## config.mk

```make
export PLATFORM = sky130hd
export DESIGN_NAME = btn_filter_mc
export DESIGN_NICKNAME = d
export VERILOG_FILES = /design/src/rtl/btn_filter_pkg.sv /design/src/rtl/btn_filter_ch.sv /design/src/rtl/btn_filter_mc.sv
export SDC_FILE = /design/constraint.sdc
export NUM_CORES = 1
export LEC_CHECK = 0
export ABC_AREA = 1
export BUFFER_PORTS_ARGS = -buffer_cell sky130_fd_sc_hd__buf_2
export CAP_MARGIN = 20
export CORE_MARGIN = 2
export CORE_UTILIZATION = 45
export CTS_BUF_LIST = sky130_fd_sc_hd__clkbuf_2 sky130_fd_sc_hd__clkbuf_4 sky130_fd_sc_hd__clkbuf_8
export CTS_CLUSTER_DIAMETER = 40
export DETAILED_ROUTE_END_ITERATION = 16
export GPL_ROUTABILITY_DRIVEN = 0
export MAX_ROUTING_LAYER = met4
export PLACE_DENSITY = 0.7
export SYNTH_ARGS = -nofsm -noshare
export SYNTH_HDL_FRONTEND = slang
export SYNTH_SLANG_ARGS = --single-unit
```

## constraint.sdc

```tcl
create_clock -name i_clk_32k -period 1.5 [get_ports i_clk_32k]
set_input_delay 0.15 -clock i_clk_32k [delete_from_list [all_inputs] [get_ports i_clk_32k]]
set_output_delay 0.15 -clock i_clk_32k [all_outputs]
set_load 0.02 [all_outputs]
```

## src/rtl/btn_filter_pkg.sv

```systemverilog
// Shared definitions for the multi-channel button filter.
//   btn_state_t : per-channel debounce FSM state encoding (2 bits).
//   clog2       : counter width helper, returns at least 1.
package btn_filter_pkg;

    typedef enum logic [1:0] {
        ST_IDLE     = 2'd0,
        ST_DB_PRESS = 2'd1,
        ST_PRESSED  = 2'd2,
        ST_DB_REL   = 2'd3
    } btn_state_t;

    // Bits needed to hold values 0..value-1; never returns 0 so it can size a vector.
    function automatic int clog2(input int value);
        int result;
        int v;
        result = 0;
        v      = value - 1;
        while (v > 0) begin
            result = result + 1;
            v      = v >> 1;
        end
        if (result == 0) begin
            result = 1;
        end
        return result;
    endfunction

endpackage

```

## src/rtl/btn_filter_ch.sv

```systemverilog
// One button channel: 2-flop synchroniser, symmetric press/release debounce
// FSM and a saturating hold timer that raises a long-press flag.
// Ports:
//   i_clk_32k        always-on clock
//   i_rst            synchronous active-high reset
//   i_btn            raw asynchronous pin
//   i_arm            0 holds the FSM in IDLE with counters cleared
//   o_act            synchronised, polarity-corrected pressed sample
//   o_state          current FSM state (debug observation)
//   o_pressed        debounced pressed level
//   o_press_pulse    1-cycle pulse on accepted press
//   o_release_pulse  1-cycle pulse on accepted release
//   o_long           long-press level
//   o_long_pulse     1-cycle pulse when o_long sets
module btn_filter_ch
    import btn_filter_pkg::*;
#(
    parameter int ACTIVE_LOW = 1,
    parameter int DEB_CYC    = 32,
    parameter int LONG_CYC   = 131072
) (
    input  logic       i_clk_32k,
    input  logic       i_rst,
    input  logic       i_btn,
    input  logic       i_arm,
    output logic       o_act,
    output btn_state_t o_state,
    output logic       o_pressed,
    output logic       o_press_pulse,
    output logic       o_release_pulse,
    output logic       o_long,
    output logic       o_long_pulse
);

    localparam int DW = clog2(DEB_CYC + 1);
    localparam int HW = clog2(LONG_CYC + 1);
    localparam logic [DW-1:0] DEB_LAST  = DW'(DEB_CYC - 1);
    localparam logic [HW-1:0] HOLD_LAST = HW'(LONG_CYC - 1);
    localparam logic [HW-1:0] HOLD_MAX  = HW'(LONG_CYC);
    // Pin level when the button is not pressed.
    localparam logic INACTIVE = (ACTIVE_LOW != 0);

    logic          r_sync1;
    logic          r_sync2;
    btn_state_t    r_state;
    logic [DW-1:0] r_deb;
    logic [HW-1:0] r_hold;
    logic          r_pressed;
    logic          r_press_pulse;
    logic          r_release_pulse;
    logic          r_long;
    logic          r_long_pulse;

    logic          w_act;
    logic [HW-1:0] w_hold_next;
    logic          w_long_hit;

    // The synchroniser is never gated by i_arm: the arm logic needs o_act.
    always_ff @(posedge i_clk_32k) begin
        if (i_rst) begin
            r_sync1 <= INACTIVE;
            r_sync2 <= INACTIVE;
        end else begin
            r_sync1 <= i_btn;
            r_sync2 <= r_sync1;
        end
    end

    assign w_act       = r_sync2 ^ INACTIVE;
    // Saturating at LONG_CYC means the threshold compare matches only once per press.
    assign w_hold_next = (r_hold == HOLD_MAX) ? r_hold : r_hold + 1'b1;
    assign w_long_hit  = (r_hold == HOLD_LAST) && !r_long;

    always_ff @(posedge i_clk_32k) begin
        if (i_rst || !i_arm) begin
            r_state         <= ST_IDLE;
            r_deb           <= '0;
            r_hold          <= '0;
            r_pressed       <= 1'b0;
            r_press_pulse   <= 1'b0;
            r_release_pulse <= 1'b0;
            r_long          <= 1'b0;
            r_long_pulse    <= 1'b0;
        end else begin
            r_press_pulse   <= 1'b0;
            r_release_pulse <= 1'b0;
            r_long_pulse    <= 1'b0;
            case (r_state)
                ST_IDLE: begin
                    if (w_act) begin
                        if (DEB_CYC == 1) begin
                            r_state       <= ST_PRESSED;
                            r_pressed     <= 1'b1;
                            r_press_pulse <= 1'b1;
                            r_hold        <= '0;
                        end else begin
                            r_state <= ST_DB_PRESS;
                            r_deb   <= DW'(1);
                        end
                    end
                end
                ST_DB_PRESS: begin
                    if (!w_act) begin
                        r_state <= ST_IDLE;
                        r_deb   <= '0;
                    end else if (r_deb == DEB_LAST) begin
                        r_state       <= ST_PRESSED;
                        r_deb         <= '0;
                        r_pressed     <= 1'b1;
                        r_press_pulse <= 1'b1;
                        r_hold        <= '0;
                    end else begin
                        r_deb <= r_deb + 1'b1;
                    end
                end
                ST_PRESSED: begin
                    if (!w_act && (DEB_CYC == 1)) begin
                        // Single-sample debounce: release is accepted immediately.
                        r_state         <= ST_IDLE;
                        r_deb           <= '0;
                        r_hold          <= '0;
                        r_pressed       <= 1'b0;
                        r_long          <= 1'b0;
                        r_release_pulse <= 1'b1;
                    end else begin
                        r_hold <= w_hold_next;
                        if (w_long_hit) begin
                            r_long       <= 1'b1;
                            r_long_pulse <= 1'b1;
                        end
                        if (!w_act) begin
                            r_state <= ST_DB_REL;
                            r_deb   <= DW'(1);
                        end
                    end
                end
                ST_DB_REL: begin
                    if (!w_act && (r_deb == DEB_LAST)) begin
                        // Accepted release wins over a coincident long threshold.
                        r_state         <= ST_IDLE;
                        r_deb           <= '0;
                        r_hold          <= '0;
                        r_pressed       <= 1'b0;
                        r_long          <= 1'b0;
                        r_release_pulse <= 1'b1;
                    end else begin
                        // Release bounces do not restart the hold timer.
                        r_hold <= w_hold_next;
                        if (w_long_hit) begin
                            r_long       <= 1'b1;
                            r_long_pulse <= 1'b1;
                        end
                        if (w_act) begin
                            r_state <= ST_PRESSED;
                            r_deb   <= '0;
                        end else begin
                            r_deb <= r_deb + 1'b1;
                        end
                    end
                end
                default: begin
                    r_state <= ST_IDLE;
                end
            endcase
        end
    end

    assign o_act           = w_act;
    assign o_state         = r_state;
    assign o_pressed       = r_pressed;
    assign o_press_pulse   = r_press_pulse;
    assign o_release_pulse = r_release_pulse;
    assign o_long          = r_long;
    assign o_long_pulse    = r_long_pulse;

endmodule

```

## src/rtl/btn_filter_mc.sv

```systemverilog
// Multi-channel button filter for the always-on 32 kHz domain. Each pin gets
// its own btn_filter_ch; this level adds the global arm gate, which only rises
// after every button has been released for ARM_CYC consecutive cycles.
// Ports:
//   i_clk_32k        32.768 kHz always-on clock
//   i_rst            synchronous active-high reset
//   i_btn            raw asynchronous button pins
//   o_arm            block armed, sticky until reset
//   o_pressed        debounced pressed level per channel
//   o_press_pulse    1-cycle pulse on accepted press
//   o_release_pulse  1-cycle pulse on accepted release
//   o_long           long-press level per channel
//   o_long_pulse     1-cycle pulse when o_long sets
//   o_dbg_state      per-channel FSM state, 2 bits per channel (channel i at [2i+1:2i])
module btn_filter_mc
    import btn_filter_pkg::*;
#(
    parameter int CH_NUM     = 4,
    parameter int ACTIVE_LOW = 1,
    parameter int DEB_CYC    = 32,
    parameter int LONG_CYC   = 131072,
    parameter int ARM_CYC    = 1023
) (
    input  logic                  i_clk_32k,
    input  logic                  i_rst,
    input  logic [CH_NUM-1:0]     i_btn,
    output logic                  o_arm,
    output logic [CH_NUM-1:0]     o_pressed,
    output logic [CH_NUM-1:0]     o_press_pulse,
    output logic [CH_NUM-1:0]     o_release_pulse,
    output logic [CH_NUM-1:0]     o_long,
    output logic [CH_NUM-1:0]     o_long_pulse,
    output logic [2*CH_NUM-1:0]   o_dbg_state
);

    if (CH_NUM < 1 || CH_NUM > 16) begin : g_bad_ch_num
        $error("btn_filter_mc: CH_NUM must be 1..16");
    end
    if (!(LONG_CYC > DEB_CYC && DEB_CYC >= 1)) begin : g_bad_deb
        $error("btn_filter_mc: need LONG_CYC > DEB_CYC >= 1");
    end
    if (ARM_CYC < 1) begin : g_bad_arm
        $error("btn_filter_mc: ARM_CYC must be >= 1");
    end

    localparam int AW = clog2(ARM_CYC + 1);
    localparam logic [AW-1:0] ARM_LAST = AW'(ARM_CYC - 1);

    logic [CH_NUM-1:0] w_act;
    btn_state_t        w_state [CH_NUM];
    logic              w_any_act;
    logic [AW-1:0]     r_arm_cnt;
    logic              r_arm;

    for (genvar g = 0; g < CH_NUM; g++) begin : g_ch
        btn_filter_ch #(
            .ACTIVE_LOW (ACTIVE_LOW),
            .DEB_CYC    (DEB_CYC),
            .LONG_CYC   (LONG_CYC)
        ) u_ch (
            .i_clk_32k       (i_clk_32k),
            .i_rst           (i_rst),
            .i_btn           (i_btn[g]),
            .i_arm           (r_arm),
            .o_act           (w_act[g]),
            .o_state         (w_state[g]),
            .o_pressed       (o_pressed[g]),
            .o_press_pulse   (o_press_pulse[g]),
            .o_release_pulse (o_release_pulse[g]),
            .o_long          (o_long[g]),
            .o_long_pulse    (o_long_pulse[g])
        );
        assign o_dbg_state[2*g +: 2] = w_state[g];
    end

    assign w_any_act = |w_act;

    // Counter freezes once armed; arm never drops until reset.
    always_ff @(posedge i_clk_32k) begin
        if (i_rst) begin
            r_arm_cnt <= '0;
            r_arm     <= 1'b0;
        end else if (!r_arm) begin
            if (w_any_act) begin
                r_arm_cnt <= '0;
            end else if (r_arm_cnt == ARM_LAST) begin
                r_arm <= 1'b1;
            end else begin
                r_arm_cnt <= r_arm_cnt + 1'b1;
            end
        end
    end

    assign o_arm = r_arm;

endmodule
```

==> flow_summary.toml, run 1 <==
[cells_and_area]
syn_to_final_growth_pct = 35.5
regArea_um2 = 2920
layout-drive-gt1-share_pct = 33.3
fin_util_pct = 62.1
final_cells = 1605
multi_input_area_um2 = 5020
final_net_count = 1387
fillers = 1512
antenna_cells = 0
design_area_um2 = 10700

[sta]
worst_slew_pin_slew_ps = 349
hold_viol = 0
max_freq_mhz = 611
finalSetupViolCount = 29
relSlewSlack_pct = 76.6
fin_skew_ps = 13.4
min_period_over_period_pct = 109
final.setup.worst_slack_ps = -136
tns_ps = -1390
rsz0062_at_grt = "true"
slew_violations = 0
worst_hold_slack_ps = 408
period_minus_slack_ps = 1640

[die]
core_area_um2 = 17200
die_x_um = 136
die_y_um = 136
dieArea_um2 = 18600
ios = 35
floorplan.initialDensity_pct = 45.8
row_count = 48

[global_routing]
use_met3_pct = 3.73
grt_max_degree = 28
busiest_layer = "met2"
gr-usage-met2_pct = 36.6
track_usage_pct = 21.3
grt_pass1_wl_um = 31600
grt_antenna_before_repair = 0
grt_pass1_vias = 7235
gr-usage-met1_pct = 25.6
gr-total-overflow = 0

[power_and_ir_drop]
p_leak_nw = 4.23
peakVddDrop_mv = 0.611
power_density_nw_per_um2 = 673
total_power_mw = 7.17

[route]
wirelength_um = 20300
drcViolationCount = 0
vias = 8103
via_per_inst = 5.05
wl_per_cell_um = 12.6
drt_iter0_drc = 480
drtPass1Iterations = 5
drtAntennaViolNets = 0

[synthesis]
synthTopCellsByArea = "dfxtp_1 36%, nand2_1 15%, nor2_1 7.9%"
synth_top_family_by_area = "simple AND/OR/NAND/NOR gates"
synthArstFlopShare_pct = 0
yosysWarnings = 0
synthXorXnorAreaFrac_pct = 1.00
ys_types = 48
synth.largest_area_cell = "dfxtp_1"
synthAdderAreaFrac_pct = 2.23
synth-seq-area-share_pct = 36.4
ys_ff_latch = 143
synth_cells = 1210
synth-simple-area-share_pct = 37.2
synthMuxAreaShare_pct = 0
synth-compound-area-share_pct = 12.0
dominantRegCellSynth = "dfxtp_1"
syn_avg_cell_area_um2 = 6.50
syn_nets = 1230
yosysMostFrequentCell = "nand2_1"
syn_area_um2 = 7870
synth_top_area_share_pct = 36.4
synth_edf_count = 0
synth_common_cells = "307 x nand2_1, 166 x nor2_1, 154 x inv_1, 143 x dfxtp_1, 106 x nand3_1"

[cts]
clkTransAtPathRegs_ps = 90
tritoncts = "yes"
clock-root-buffer = "clkbuf_8"
htreeDepth = 4
numCtsBuffers = 17
clock_latency_ps = 460
cts_buffer_depth = 2
cts.sinks = 143

[run_status]
status = "complete, but fails checks"
violations = "negative setup slack"

[worst_setup_path]
critical_path_class = "reg2reg"
arrival_ps = 2000
cp-end-kind = "flop"
worstRegToRegCells = 10
startpoint_type = "flop"
worstSetupEndpoint = "g_ch[0].u_ch.r_hold[9]"
reg2reg_slack_ps = -140
critPathMaxFanout = 8
crit_start = "g_ch[0].u_ch.r_deb[0]"
cp_data_required_time_ps = 1860
rr_endpoint = "g_ch[0].u_ch.r_hold[9]"
r2r_start = "g_ch[0].u_ch.r_deb[0]"

[run]
timing.max_cap.violations = 0

[place]
place_hpwl_um = 13000
dpl_cell_area_um2 = 8890
preCtsSetupSlack_ps = -200
port_buffers = 34
placed_cells = 1529

[hold_path]
hp-class = "reg2reg"
-- repair_timing --
item                                    in CTS  in global routing
gates resized for setup                     68                234
hold buffers                                 5                  0
pin swaps                                   20                 66
endpoints found under the hold margin        5                  0
cloned                                       2                  3
endpoints found under the setup margin      70                106
buffers inserted                            15                 21
-- routing by layer --
metal / part of all wire, % / vias up
met3: 3.7 / 36
met5: 0 / -
met4: 1.9 / 0
li1: - / 4177
met2: 49 / 149
met1: 45 / 3741
-- cells in the final DEF, fill, tap and decap left out, types with 9 or more instances in the layout --
cell	instances
clkbuf_8	18
dfxtp_1	106
a21oi_1	53
nor2_2	31
buf_2	34
nor2_4	21
inv_2	14
nand4_1	23
nand3_4	9
o21ai_0	34
nand2_4	22
o21ai_2	13
buf_6	12
inv_1	143
or2_2	12
nand3_1	81
nand3_2	19
nand2_1	270
o21ai_1	16
nor2_1	129
buf_4	120
a21oi_2	22
dfxtp_2	33
nor3_1	14
nand2_2	23
-- critical path, stage by stage (launching register included) --
cell and delay (ps):
dfxtp_2 350, ha_4 150, nand3_4 70, nor2_4 180, nor2_4 60, nor2_4 250
nand2_4 150, inv_4 100, nand3_2 70, nand2_1 90, nor2_1 50
-- sequential cells by signal, indices dropped and copies added, names as in the netlist, 8 cells and up --
signal	flops
g_ch.u_ch.r_deb	24
g_ch.u_ch.o_state	8
g_ch.u_ch.r_hold	72
r_arm_cnt	10
-- final cells by class --
| type | instances | share of cell area, % |
|---|---|---|
| Multi-Input combinational cell | 863 | 47.1 |
| Clock buffer | 19 | 2.39 |
| Inverter | 163 | 6.04 |
| Timing Repair inverter | 3 | 0.364 |
| Sequential cell | 143 | 27.4 |
| Timing Repair Buffer | 176 | 12.8 |
| Tap cell | 225 | 2.64 |
| Clock inverter | 13 | 1.33 |
-- worst min-delay path by stage --
stage | from | cells after the start | end | slack [ps]
after global routing | i_btn[1] | 3 | g_ch[1].u_ch.r_sync1 | 410
after global placement | i_btn[2] | 2 | g_ch[2].u_ch.r_sync1 | 330
after CTS | i_btn[1] | 3 | g_ch[1].u_ch.r_sync1 | 380
final | g_ch[1].u_ch.r_sync1 | 1 | g_ch[1].u_ch.r_sync2 | 410
after floorplan | i_btn[0] | 1 | g_ch[0].u_ch.r_sync1 | 250
after detailed placement | i_btn[1] | 2 | g_ch[1].u_ch.r_sync1 | 330
-- cell families (layout without fill, tap and decap cells) --
group,after synthesis,after routing
AO/OA/AOI/OAI,167,167
XOR/XNOR,9,9
adder cells (fa/ha/maj),14,14
buffers and inverters,205,374
flip-flops,143,143
AND/OR/NAND/NOR,672,673
-- where the power goes --
part	internal (mW)	switching (mW)
Sequential	3.82	0.0297
Clock	1.54	1.55
Combinational	0.110	0.123
Total	5.47	1.70
(Power assumes the default switching activity.)
==> run 2, diff against run 1 <==
--- a/config.mk
+++ b/config.mk
@@ -5,7 +5,7 @@
 export SDC_FILE = /design/constraint.sdc
 export NUM_CORES = 1
 export LEC_CHECK = 0
-export ABC_AREA = 1
+export ABC_AREA = 0
 export BUFFER_PORTS_ARGS = -buffer_cell sky130_fd_sc_hd__buf_2
 export CAP_MARGIN = 20
 export CORE_MARGIN = 2
==> run 2 against run 1 <==
The flow still finishes with violations (negative setup slack). Total power decreased by 0.25%. Non-clock buffer count is 158 higher. Via count shrank 3.4%. Largest cell class unchanged. Final cell count is 14% lower. Critical endpoint is now g_ch[0].u_ch.r_hold[12]. Global-route usage increased by 4.3 points. Register-to-register slack got worse by 180 ps. Synthesized cell count down 28%.
==> flow_summary.toml, run 2 <==
[die]
floorplan.initialDensity_pct = 45.5
row_count = 46
dieArea_um2 = 16900
die_y_um = 130
ios = 35
die_x_um = 130
core_area_um2 = 15700

[synthesis]
yosysWarnings = 0
yosysMostFrequentCell = "dfxtp_1"
ys_types = 64
synth_cells = 868
syn_nets = 888
syn_avg_cell_area_um2 = 8.24
synth-compound-area-share_pct = 17.4
synth-simple-area-share_pct = 28.1
synth.largest_area_cell = "dfxtp_1"
synthMuxAreaShare_pct = 0.997
dominantRegCellSynth = "dfxtp_1"
syn_area_um2 = 7150
synth_edf_count = 0
ys_ff_latch = 143
synthXorXnorAreaFrac_pct = 5.00
synth-seq-area-share_pct = 40.0
synthTopCellsByArea = "dfxtp_1 40%, nor2_1 5.8%, nand4_1 3.6%"
synth_top_family_by_area = "simple AND/OR/NAND/NOR gates"
synth_top_area_share_pct = 40.0
synth_common_cells = "143 x dfxtp_1, 111 x nor2_1, 52 x nand2_1, 51 x o21ai_0, 44 x a21oi_1"
synthArstFlopShare_pct = 0
synthAdderAreaFrac_pct = 2.45

[sta]
slew_violations = 0
period_minus_slack_ps = 1810
hold_viol = 0
worst_slew_pin_slew_ps = 547
relSlewSlack_pct = 63.1
min_period_over_period_pct = 121
fin_skew_ps = 12.5
tns_ps = -12730
final.setup.worst_slack_ps = -314
finalSetupViolCount = 80
max_freq_mhz = 551
rsz0062_at_grt = "true"

[worst_setup_path]
startpoint_type = "flop"
arrival_ps = 2220
cp_data_required_time_ps = 1900
cp-end-kind = "flop"
critPathMaxFanout = 5
critical_path_class = "reg2reg"

[route]
drt_iter0_drc = 474
wl_per_cell_um = 16.8
drtAntennaViolNets = 0
via_per_inst = 5.64
drcViolationCount = 0
drtPass1Iterations = 5
wirelength_um = 23300
vias = 7824

[place]
place_hpwl_um = 13600
preCtsSetupSlack_ps = -351
placed_cells = 1305
port_buffers = 34

[cts]
tritoncts = "yes"
clkTransAtPathRegs_ps = 90
cts.sinks = 143
cts_buffer_depth = 2
htreeDepth = 4
clock-root-buffer = "clkbuf_8"
numCtsBuffers = 17
clock_latency_ps = 460

[power_and_ir_drop]
power_density_nw_per_um2 = 612
p_leak_nw = 4.61
peakVddDrop_mv = 0.988

[run_status]
status = "complete, but fails checks"
violations = "negative setup slack"

[cells_and_area]
layout-drive-gt1-share_pct = 53.9
layout_commonest_cell = "buf_4"
antenna_cells = 0
final_cells = 1388
top_register = "g_ch.u_ch.r_hold"
final_net_count = 1179
fin_util_pct = 74.5
largest_registers = "g_ch.u_ch.r_hold (72), g_ch.u_ch.r_deb (24), r_arm_cnt (10)"
syn_to_final_growth_pct = 63.6
layout_common_cells = "244 x buf_4, 88 x nor2_1, 86 x dfxtp_1"
largest_reg_flops = 72

[run]
timing.max_cap.violations = 0

[global_routing]
grt_pass1_wl_um = 33900
gr-total-overflow = 0
grt_pass1_vias = 7358
track_usage_pct = 25.6
grt_max_degree = 40
grt_antenna_before_repair = 0

[hold_path]
hp-class = "in2reg"
[run 2: changes by cell type in the layout (fill, tap and decap cells not counted), moves of 18 or more]
cell and delta:
nand3_1 -59, a21oi_1 -25, nand2_4 -20, nand2_1 -231, buf_6 +35, dfxtp_1 -20, buf_4 +124, o21ai_0 -21
inv_1 -120, nor2_1 -41, nand4_1 +18
[run 2: final cells by class]
cell class              instances  area (um2)
well taps                     216         270
fillers                      1024        4010
clock inverters                15         169
clock buffers                  17         234
repair buffers                334        2670
flip-flops and latches        143        2970
inverters                      29         114
multi-input cells             634        5280
[run 2: power by group]
part | switching, mW | leakage (nW) | total [mW] | internal [mW]
clock network | 1.58 | 0.205 | 3.22 | 1.64
logic | 0.0715 | 3.22 | 0.143 | 0.0712
registers | 0.0158 | 1.18 | 3.80 | 3.78
[run 2: kinds of logic after synthesis]
| group | Yosys count |
|---|---|
| simple gates | 380 |
| compound gates | 191 |
| flops | 143 |
| buf+inv | 93 |
| xor+xnor | 40 |
| fa+ha+maj | 14 |
| mux | 7 |
[run 2: through the flow]
step | hold WS, ps | area (um2) | power (mW)
after CTS | 62.3 | 10800 | 7.17
after global placement | 335 | 9590 | 4.01
after global routing | 77.3 | 11700 | 7.39
after detailed placement | 334 | 9590 | 4.02
after floorplan | 254 | 7720 | 3.97
final | 81.3 | 11700 | 7.16
[run 2: path summary, 6_finish.rpt]
path	from	to	slack, ps	cells after the start
worst max-delay path	g_ch[0].u_ch.r_deb[1]	g_ch[0].u_ch.r_hold[12]	-310	7
worst min-delay path	i_rst	o_arm	80	3
worst max register to register	g_ch[0].u_ch.r_deb[1]	g_ch[0].u_ch.r_hold[12]	-310	7
worst min register to register	g_ch[3].u_ch.r_sync1	g_ch[3].u_ch.r_sync2	440	1
[run 2: per-layer routing]
metal  GRT usage [%]  wire length [um]
met3            4.72               764
met1            29.9              9760
met5               -                 0
met4            11.4               592
met2            43.0             12200
[run 2: timing repair]
| item | CTS | global route |
|---|---|---|
| gates resized for setup | 156 | 185 |
| buffers inserted | 25 | 24 |
| pin swaps | 91 | 105 |
| hold buffers | 4 | 0 |
| cloned | 4 | 1 |
| endpoints found under the hold margin | 4 | 0 |
| endpoints found under the setup margin | 101 | 112 |
[run 2: worst max-delay path, stage by stage, from the launching register on]
cell and delay [ps]:
dfxtp_2 360, ha_4 150, nand3_4 70, o41ai_4 300, buf_4 190, o21ai_4 80
or4_4 490, a21oi_2 120
